## src/rtl/demux1_4_key.sv

```systemverilog
// demux1_4_key: registered 1-to-4 demultiplexer with push-button lane select.
// din is steered onto one of four output lanes; all other lanes hold IDLE_VAL.
// A debounced press of key_in (active-low) advances the active lane 0->1->2->3->0.
// Optional feature macro: DEMUX_ONEHOT_IND_EN adds the sel_led output, an
// active-low one-hot copy of the lane index, registered alongside sel_out.
module demux1_4_key #(
    parameter int unsigned CNT_MAX  = 32'd999_999,
    parameter int unsigned DATA_W   = 32'd1,
    parameter logic        IDLE_VAL = 1'b1
) (
    input  logic                  sys_clk,
    input  logic                  sys_rst_n,
    input  logic                  key_in,
    input  logic [DATA_W-1:0]     din,
    output logic [4*DATA_W-1:0]   dout,
`ifdef DEMUX_ONEHOT_IND_EN
    output logic [3:0]            sel_led,
`endif
    output logic [1:0]            sel_out
);

    localparam int unsigned      CNT_W   = $clog2(CNT_MAX + 32'd1);
    localparam logic [CNT_W-1:0] CNT_TOP = CNT_W'(CNT_MAX);
    localparam logic [CNT_W-1:0] CNT_PRE = CNT_W'(CNT_MAX - 32'd1);

    typedef enum logic [1:0] {
        CH0 = 2'd0,
        CH1 = 2'd1,
        CH2 = 2'd2,
        CH3 = 2'd3
    } state_t;

    logic             key_meta_r;
    logic             key_sync_r;
    logic [CNT_W-1:0] cnt_r;
    logic             press_flag_s;
    state_t           state_r;
    state_t           state_next_s;
    logic [4*DATA_W-1:0] dout_next_s;

    // Two-flop synchroniser for the asynchronous push-button; idles released (1).
    always_ff @(posedge sys_clk or negedge sys_rst_n) begin
        if (!sys_rst_n) begin
            key_meta_r <= 1'b1;
            key_sync_r <= 1'b1;
        end else begin
            key_meta_r <= key_in;
            key_sync_r <= key_meta_r;
        end
    end

    // Debounce counter: cleared while released, counts up and saturates while pressed.
    always_ff @(posedge sys_clk or negedge sys_rst_n) begin
        if (!sys_rst_n) begin
            cnt_r <= {CNT_W{1'b0}};
        end else if (key_sync_r) begin
            cnt_r <= {CNT_W{1'b0}};
        end else if (cnt_r != CNT_TOP) begin
            cnt_r <= cnt_r + {{(CNT_W-1){1'b0}}, 1'b1};
        end else begin
            cnt_r <= cnt_r;
        end
    end

    // Single-cycle press pulse; saturation stops it repeating while the key is held.
    always_comb begin
        press_flag_s = 1'b0;
        if (!key_sync_r && (cnt_r == CNT_PRE)) begin
            press_flag_s = 1'b1;
        end else begin
            press_flag_s = 1'b0;
        end
    end

    // Lane FSM next state: advance one lane per press, wrapping CH3 back to CH0.
    always_comb begin
        state_next_s = state_r;
        if (press_flag_s) begin
            case (state_r)
                CH0:     state_next_s = CH1;
                CH1:     state_next_s = CH2;
                CH2:     state_next_s = CH3;
                CH3:     state_next_s = CH0;
                default: state_next_s = CH0;
            endcase
        end else begin
            state_next_s = state_r;
        end
    end

    // Lane FSM state register.
    always_ff @(posedge sys_clk or negedge sys_rst_n) begin
        if (!sys_rst_n) begin
            state_r <= CH0;
        end else begin
            state_r <= state_next_s;
        end
    end

    // Output lane image from the current (pre-edge) lane, so a lane switch never
    // shows two active lanes or a gap with none.
    always_comb begin
        dout_next_s = {(4*DATA_W){IDLE_VAL}};
        for (int i = 0; i < 4; i++) begin
            if (state_r == 2'(i)) begin
                dout_next_s[i*DATA_W +: DATA_W] = din;
            end else begin
                dout_next_s[i*DATA_W +: DATA_W] = {DATA_W{IDLE_VAL}};
            end
        end
    end

    // Registered data outputs.
    always_ff @(posedge sys_clk or negedge sys_rst_n) begin
        if (!sys_rst_n) begin
            dout <= {(4*DATA_W){IDLE_VAL}};
        end else begin
            dout <= dout_next_s;
        end
    end

    assign sel_out = state_r;

`ifdef DEMUX_ONEHOT_IND_EN
    // Active-low one-hot lane indicator, loaded from next state to track sel_out.
    always_ff @(posedge sys_clk or negedge sys_rst_n) begin
        if (!sys_rst_n) begin
            sel_led <= 4'b1110;
        end else begin
            sel_led <= ~(4'b0001 << state_next_s);
        end
    end
`endif

endmodule
```

## config.mk

```make
export PLATFORM = sky130hd
export DESIGN_NAME = demux1_4_key
export DESIGN_NICKNAME = d
export VERILOG_FILES = /design/src/rtl/demux1_4_key.sv
export SDC_FILE = /design/constraint.sdc
export NUM_CORES = 1
export LEC_CHECK = 0
export BUFFER_PORTS_ARGS = -buffer_cell sky130_fd_sc_hd__buf_2
export CORE_MARGIN = 10
export CORE_UTILIZATION = 58
export DETAILED_ROUTE_END_ITERATION = 12
export PLACE_DENSITY = 0.75
export RECOVER_POWER = 100
export SKIP_LAST_GASP = 1
export SLEW_MARGIN = 25
export SYNTH_ARGS = -nofsm -noshare
export SYNTH_HDL_FRONTEND = slang
export SYNTH_SLANG_ARGS = --single-unit
```

## constraint.sdc

```tcl
create_clock -name sys_clk -period 2.1 [get_ports sys_clk]
set_clock_uncertainty 0.1 [all_clocks]
set_input_delay 0.42 -clock sys_clk [delete_from_list [all_inputs] [get_ports sys_clk]]
set_output_delay 0.42 -clock sys_clk [all_outputs]
set_load 0.02 [all_outputs]
```

==> flow_metrics.env, run 1 <==
export IMPL_status="complete, no violations"
export IMPL_drc=0
export IMPL_diodes=0
export IMPL_fp_dieW_microns=68.60
export IMPL_leakage_uw=0.0006367
export IMPL_min_period_over_period_pct=92.94
export IMPL_arrival_ps=2090
export IMPL_setup_slack_ps=148.3
export IMPL_portBuffers=9
export IMPL_synth_cell_types=33
export IMPL_fin_area_sq_um=1481
export IMPL_crit_chain="nor4bb_1, nand4b_1, nor3_1, clkbuf_2, nor3_1, a21o_1"
export IMPL_ctsResizeCount=0
export IMPL_insertion_delay_ps=320
export IMPL_drive_above_1_share_pct=13.10
export IMPL_clkSinkCount=28
export IMPL_num_vias=978
export IMPL_period_needed_ps=1952
export IMPL_cp_num_buf_inv=1
export IMPL_grt_remaining_overflow=0
export IMPL_routedWlPerCell_microns=14.49
export IMPL_criticalPathCategory="flop to flop"
export IMPL_synthXorXnorAreaFrac_pct=7.671
export IMPL_io_pins=10
export IMPL_worst_slew_pin_slew_ps=674.4
export IMPL_hold_depth=1
export IMPL_ir_drop_uv=371.8
export IMPL_synth_seq_cells=28
export IMPL_p_total_uw=850.3
export IMPL_coreArea_sq_um=2233
export IMPL_track_usage_pct=12.12
export IMPL_yosys_area_share_simple_pct=26.12
export IMPL_synth_compound_area_share_pct=4.840
export IMPL_hp_start="key_in"
export IMPL_post_synth_cell_area_avg_sq_um=10.46
export IMPL_r2r_start="cnt_r[6]"
export IMPL_cp_top_family="simple AND/OR/NAND/NOR gates"
export IMPL_ctsHoldBuffers=1
export IMPL_critical_path_max_fanout=10
export IMPL_r2r_end="cnt_r[1]"
export IMPL_ys_warn_count=0
export IMPL_cts_made_buffers=3
export IMPL_utilization_pct=66.33
export IMPL_yosysSeqAreaShare_pct=51.69
export IMPL_reg2reg_depth=6
export IMPL_synth_area_sq_um=1370
export IMPL_start_util_pct=61.34
export IMPL_holdCritPathClass="input pin to flop"
export IMPL_setup_tns_ps=0
export IMPL_cp_startpoint="cnt_r[6]"
export IMPL_dr_pass1_iters=5
export IMPL_row_count=17
export IMPL_die_area_sq_um=4706
export IMPL_area_delta_synth_final_pct=8.128
export IMPL_final_antenna_net_count=0
export IMPL_r2r_slack_ps=150
export IMPL_relSlewSlack_pct=55.04
export IMPL_gp_congestion=0.7994
export IMPL_syn_inst=131
export IMPL_grt_pass1_vias=1024
export IMPL_combPwrFrac_pct=4.3
export IMPL_maxSlewViolCount=0
export IMPL_p_int_uw=667.8
export IMPL_p_sw_share_pct=21.46
export IMPL_synthAdderAreaFrac_pct=6.393
export IMPL_rsz0062_at_grt="false"
export IMPL_cts_tree="yes"
export IMPL_die_h_microns=68.60
export IMPL_hold_viol_final=0
export IMPL_clkPwrFrac_pct=30.1
export IMPL_pwr_share_seq_pct=65.6
export IMPL_critPathMostFrequentCell="nor3_1"
export IMPL_wirelength_mm=2.506
export IMPL_setup_violations=0
export IMPL_fmax_ghz=0.5124
export IMPL_cts_htree_levels=1
export IMPL_p_per_area_nw_per_um2=573.9
export IMPL_hold_end="key_meta_r"
export IMPL_via_per_inst=5.653
export IMPL_drv_cap=0
export IMPL_place_area_sq_um=1454
export IMPL_place_hpwl_mm=1.846
export IMPL_cts_setup_buffers=0
export IMPL_syn_nets=142
export IMPL_cts_clk_slew_worst_paths_ps=150
export IMPL_muxShareOfSynthArea_pct=0.8219
export IMPL_critPathSlowestCell="dfrtp_1"
export IMPL_synth_top_family_by_area="simple AND/OR/NAND/NOR gates"
export IMPL_drt_iter0_markers=73
export IMPL_grt_pass1_wl_mm=4.409
export IMPL_clk_path_buf_depth=2
export IMPL_pre_cts_slack_ps=204.3
export IMPL_cts_root_buf="clkbuf_4"
export IMPL_antenna_found_initial=0
export IMPL_fin_nets=157
export IMPL_crit_path_end_kind="flop"
export IMPL_start_kind="flop"
export IMPL_max_stage_delay_ps=480
export IMPL_cp_required_ps=2230
export IMPL_power_switching_uw=182.5
export IMPL_grt_max_degree=29
[cell usage after synthesis]
cell type	count	share of area (%)
nor3_1	6	2.2
buf_1	1	0.27
nand4b_1	2	1.3
nand4_1	2	0.91
o31ai_1	1	0.55
and4_1	2	1.3
nor3_2	1	0.73
nand2_1	9	2.5
clkbuf_1	1	0.27
o211ai_1	1	0.55
inv_1	4	1.1
xor2_1	8	5.1
and3_1	2	0.91
nand3_1	6	2.2
nor4_2	2	1.8
ha_1	7	6.4
nand2b_1	4	1.8
nor4bb_1	2	1.5
or4_1	1	0.55
mux2_2	1	0.82
nor4b_1	1	0.64
dfrtp_1	22	40
buf_6	1	0.82
xnor2_1	4	2.6
a21o_1	2	1.1
a31oi_1	1	0.46
dfstp_2	6	12
a21oi_1	3	1.1
nor2b_1	1	0.46
nor2_1	22	6.0
o21ai_0	3	1.1
nand4_2	1	0.91
or3_1	1	0.46
[power groups by stage]
stage	logic (uW)	clock network, uW	registers (uW)
3_5_place_dp	36.4	0	567
2_1_floorplan	16.1	0	567
6_report	36.7	256	558
4_1_cts	37.8	265	557
5_1_grt	42.1	290	559
3_3_place_gp	35.1	0	566
[layout make-up]
type,instances,area [sq um]
tap,28,35.03
sequential,28,708.2
fill,183,752.0
multi-input combinational,96,623.1
timing repair buffer,13,63.81
clock buffer,4,36.28
inverter,4,15.01
[how the worst max path moves through the flow]
stage / to / slack, ps / cells after the start
after detailed placement: cnt_r[16] / 200 / 6
after global routing: cnt_r[14] / 20 / 6
final: cnt_r[1] / 150 / 6
after global placement: cnt_r[14] / 220 / 6
after floorplan: cnt_r[11] / 430 / 5
after CTS: cnt_r[14] / 170 / 6
[cells in the final DEF (no fill, tap or decap), types with 2 or more instances in the layout]
master	instances
a21oi_1	3
dfstp_2	6
nand3_1	6
buf_2	2
nor4_2	2
nand2b_1	4
nand2_1	9
xor2_1	8
nor3_1	7
and4_1	2
xnor2_1	4
nor2_1	22
a21o_1	2
nor4bb_1	2
o21ai_0	3
nand4b_1	2
clkbuf_2	2
clkbuf_4	3
dfrtp_1	22
clkbuf_1	7
inv_1	4
ha_1	7
nand4_1	2
and3_1	2
[state kept, by name, indices dropped and copies added, names as in the netlist]
| signal | cells |
|---|---|
| key_sync_r | 1 |
| cnt_r | 20 |
| sel_out | 2 |
| dout | 4 |
| key_meta_r | 1 |
[per-layer routing]
layer | track usage [%] | wire length, microns | share of wire, % | vias up
li1 | - | - | - | 480
met1 | 13.90 | 1130 | 45 | 487
met2 | 21.08 | 1294 | 52 | 9
met3 | 2.738 | 59 | 2.4 | 2
met4 | 5.276 | 23 | 0.92 | 0
met5 | 0 | 0 | 0 | -
[logic make-up after synthesis]
| kind of cell | after synthesis |
|---|---|
| buf+inv | 7 |
| xor+xnor | 12 |
| simple gates | 65 |
| flops | 28 |
| mux | 1 |
| compound gates | 11 |
| fa+ha+maj | 7 |
[through the flow]
stage | hold WS [ps] | cells
floorplan | 24.41 | 131
global placement | 246.0 | 168
detailed placement | 250.9 | 168
CTS | 66.39 | 173
global route | 41.47 | 173
finish | 83.40 | 173
No activity file was read; power rests on OpenSTA's default activity.
==> run 2, diff against run 1 <==
- PLACE_DENSITY: 0.75 -> 0.81
==> flow_metrics.env, run 2 (synthesis gave the netlist of run 1 again) <==
export IMPL_fp_dieW_microns=68.60
export IMPL_die_h_microns=68.60
export IMPL_grt_max_degree=29
export IMPL_hp_start="key_in"
export IMPL_r2r_start="cnt_r[0]"
export IMPL_gp_congestion=0.8466
export IMPL_holdCritPathClass="input pin to flop"
export IMPL_largest_reg_flops=20
export IMPL_start_util_pct=61.34
export IMPL_place_hpwl_mm=1.713
export IMPL_criticalPathCategory="flop to flop"
export IMPL_cts_tree="yes"
export IMPL_setup_tns_ps=0
export IMPL_cts_htree_levels=1
export IMPL_cts_clk_slew_worst_paths_ps=160
export IMPL_grt_pass1_vias=923
export IMPL_final_cell_mix="nor2_1 (22), dfrtp_1 (22), nand2_1 (9), xor2_1 (8), ha_1 (7)"
export IMPL_hold_viol_final=0
export IMPL_place_area_sq_um=1446
export IMPL_cts_root_buf="clkbuf_4"
export IMPL_drv_cap=0
export IMPL_worst_slew_pin_slew_ps=712.0
export IMPL_cts_setup_buffers=0
export IMPL_critical_path_max_fanout=6
export IMPL_antenna_found_initial=0
export IMPL_die_area_sq_um=4706
export IMPL_ir_drop_uv=439.1
export IMPL_largest_register="cnt_r"
export IMPL_fin_area_sq_um=1495
export IMPL_cp_num_buf_inv=0
export IMPL_critPathMostFrequentCell="nand3_1"
export IMPL_final_antenna_net_count=0
export IMPL_io_pins=10
export IMPL_crit_path_end_kind="flop"
export IMPL_regArea_sq_um=708.2
export IMPL_min_period_over_period_pct=91.31
export IMPL_drive_above_1_share_pct=13.19
export IMPL_clk_path_buf_depth=2
export IMPL_hold_end="key_meta_r"
export IMPL_r2r_end="cnt_r[14]"
export IMPL_reg2reg_depth=6
export IMPL_period_needed_ps=1918
export IMPL_hold_depth=1
export IMPL_diodes=0
export IMPL_fillers=183
export IMPL_grt_pass1_wl_mm=4.202
export IMPL_max_stage_delay_ps=500
export IMPL_track_usage_pct=11.41
export IMPL_maxSlewViolCount=0
export IMPL_status="complete, no violations"
export IMPL_ctsHoldBuffers=1
export IMPL_area_delta_synth_final_pct=9.132
export IMPL_insertion_delay_ps=330
export IMPL_row_count=17
export IMPL_cts_made_buffers=3
export IMPL_via_per_inst=5.634
export IMPL_fmax_ghz=0.5215
export IMPL_wirelength_mm=2.372
export IMPL_coreArea_sq_um=2233
export IMPL_dr_pass1_iters=5
export IMPL_r2r_slack_ps=180
export IMPL_path_depth=6
export IMPL_arrival_ps=2060
export IMPL_crit_chain="ha_1, nand3_1, nor4_2, nand3_1, xor2_1, nor2_1"
export IMPL_clkSinkCount=28
export IMPL_drt_iter0_markers=54
export IMPL_fin_nets=156
export IMPL_ctsResizeCount=0
export IMPL_cp_required_ps=2240
export IMPL_start_kind="flop"
export IMPL_setup_violations=0
export IMPL_num_vias=969
export IMPL_portBuffers=9
export IMPL_relSlewSlack_pct=52.10
export IMPL_rsz0062_at_grt="false"
export IMPL_grt_remaining_overflow=0
export IMPL_drc=0
export IMPL_routedWlPerCell_microns=13.79
export IMPL_critPathSlowestCell="nor4_2"
export IMPL_p_per_area_nw_per_um2=634.2
export IMPL_leakage_uw=0.0006432
export IMPL_cp_top_family="simple AND/OR/NAND/NOR gates"
export IMPL_multiInputGateArea_sq_um=621.8
-- run 2: cell count changes in the layout (fill, tap and decap cells not counted), sizes merged --
cell,change
buf,+1
bufinv,+1
clkbuf,-3
-- run 2: worst max-delay path by stage --
stage | start | to | slack [ps]
after global placement | cnt_r[0] | cnt_r[14] | 240
after CTS | cnt_r[0] | cnt_r[14] | 180
after floorplan | cnt_r[0] | cnt_r[11] | 430
final | cnt_r[0] | cnt_r[14] | 180
after global routing | cnt_r[6] | cnt_r[2] | 9
after detailed placement | cnt_r[1] | cnt_r[14] | 210
-- run 2: power by group --
part	internal (uW)	total [uW]	switching (uW)
Sequential	550	558	8.20
Combinational	12.5	36.1	23.6
Clock	193	354	161
Total	755	948	193
-- run 2: routing by layer --
layer / vias up / part of all wire (%) / track usage (%)
met5: - / 0 / 0
met4: 0 / 0.72 / 5.276
met3: 2 / 4.2 / 2.093
met2: 23 / 49 / 18.55
met1: 472 / 46 / 14.33
li1: 472 / - / -
-- run 2: layout make-up --
cell class	instances	share of cell area (%)
Sequential cell	28	47.36
Multi-Input combinational cell	96	41.59
Timing Repair Buffer	12	4.184
Tap cell	28	2.343
Clock inverter	1	2.008
Clock buffer	3	1.506
Inverter	4	1.004
-- run 2: stage by stage --
step | hold slack, ps | total power [uW] | util [%] | instances | setup WS (ps)
final | 59.82 | 948.3 | 66.95 | 172 | 182.4
after global routing | 23.69 | 992.2 | 66.95 | 172 | 8.949
after CTS | 48.66 | 955.4 | 67.56 | 172 | 184.4
after detailed placement | 249.3 | 603.5 | 64.76 | 167 | 206.0
after global placement | 247.0 | 601.1 | 64.76 | 167 | 242.1
after floorplan | 24.41 | 583.2 | - | 131 | 432.3
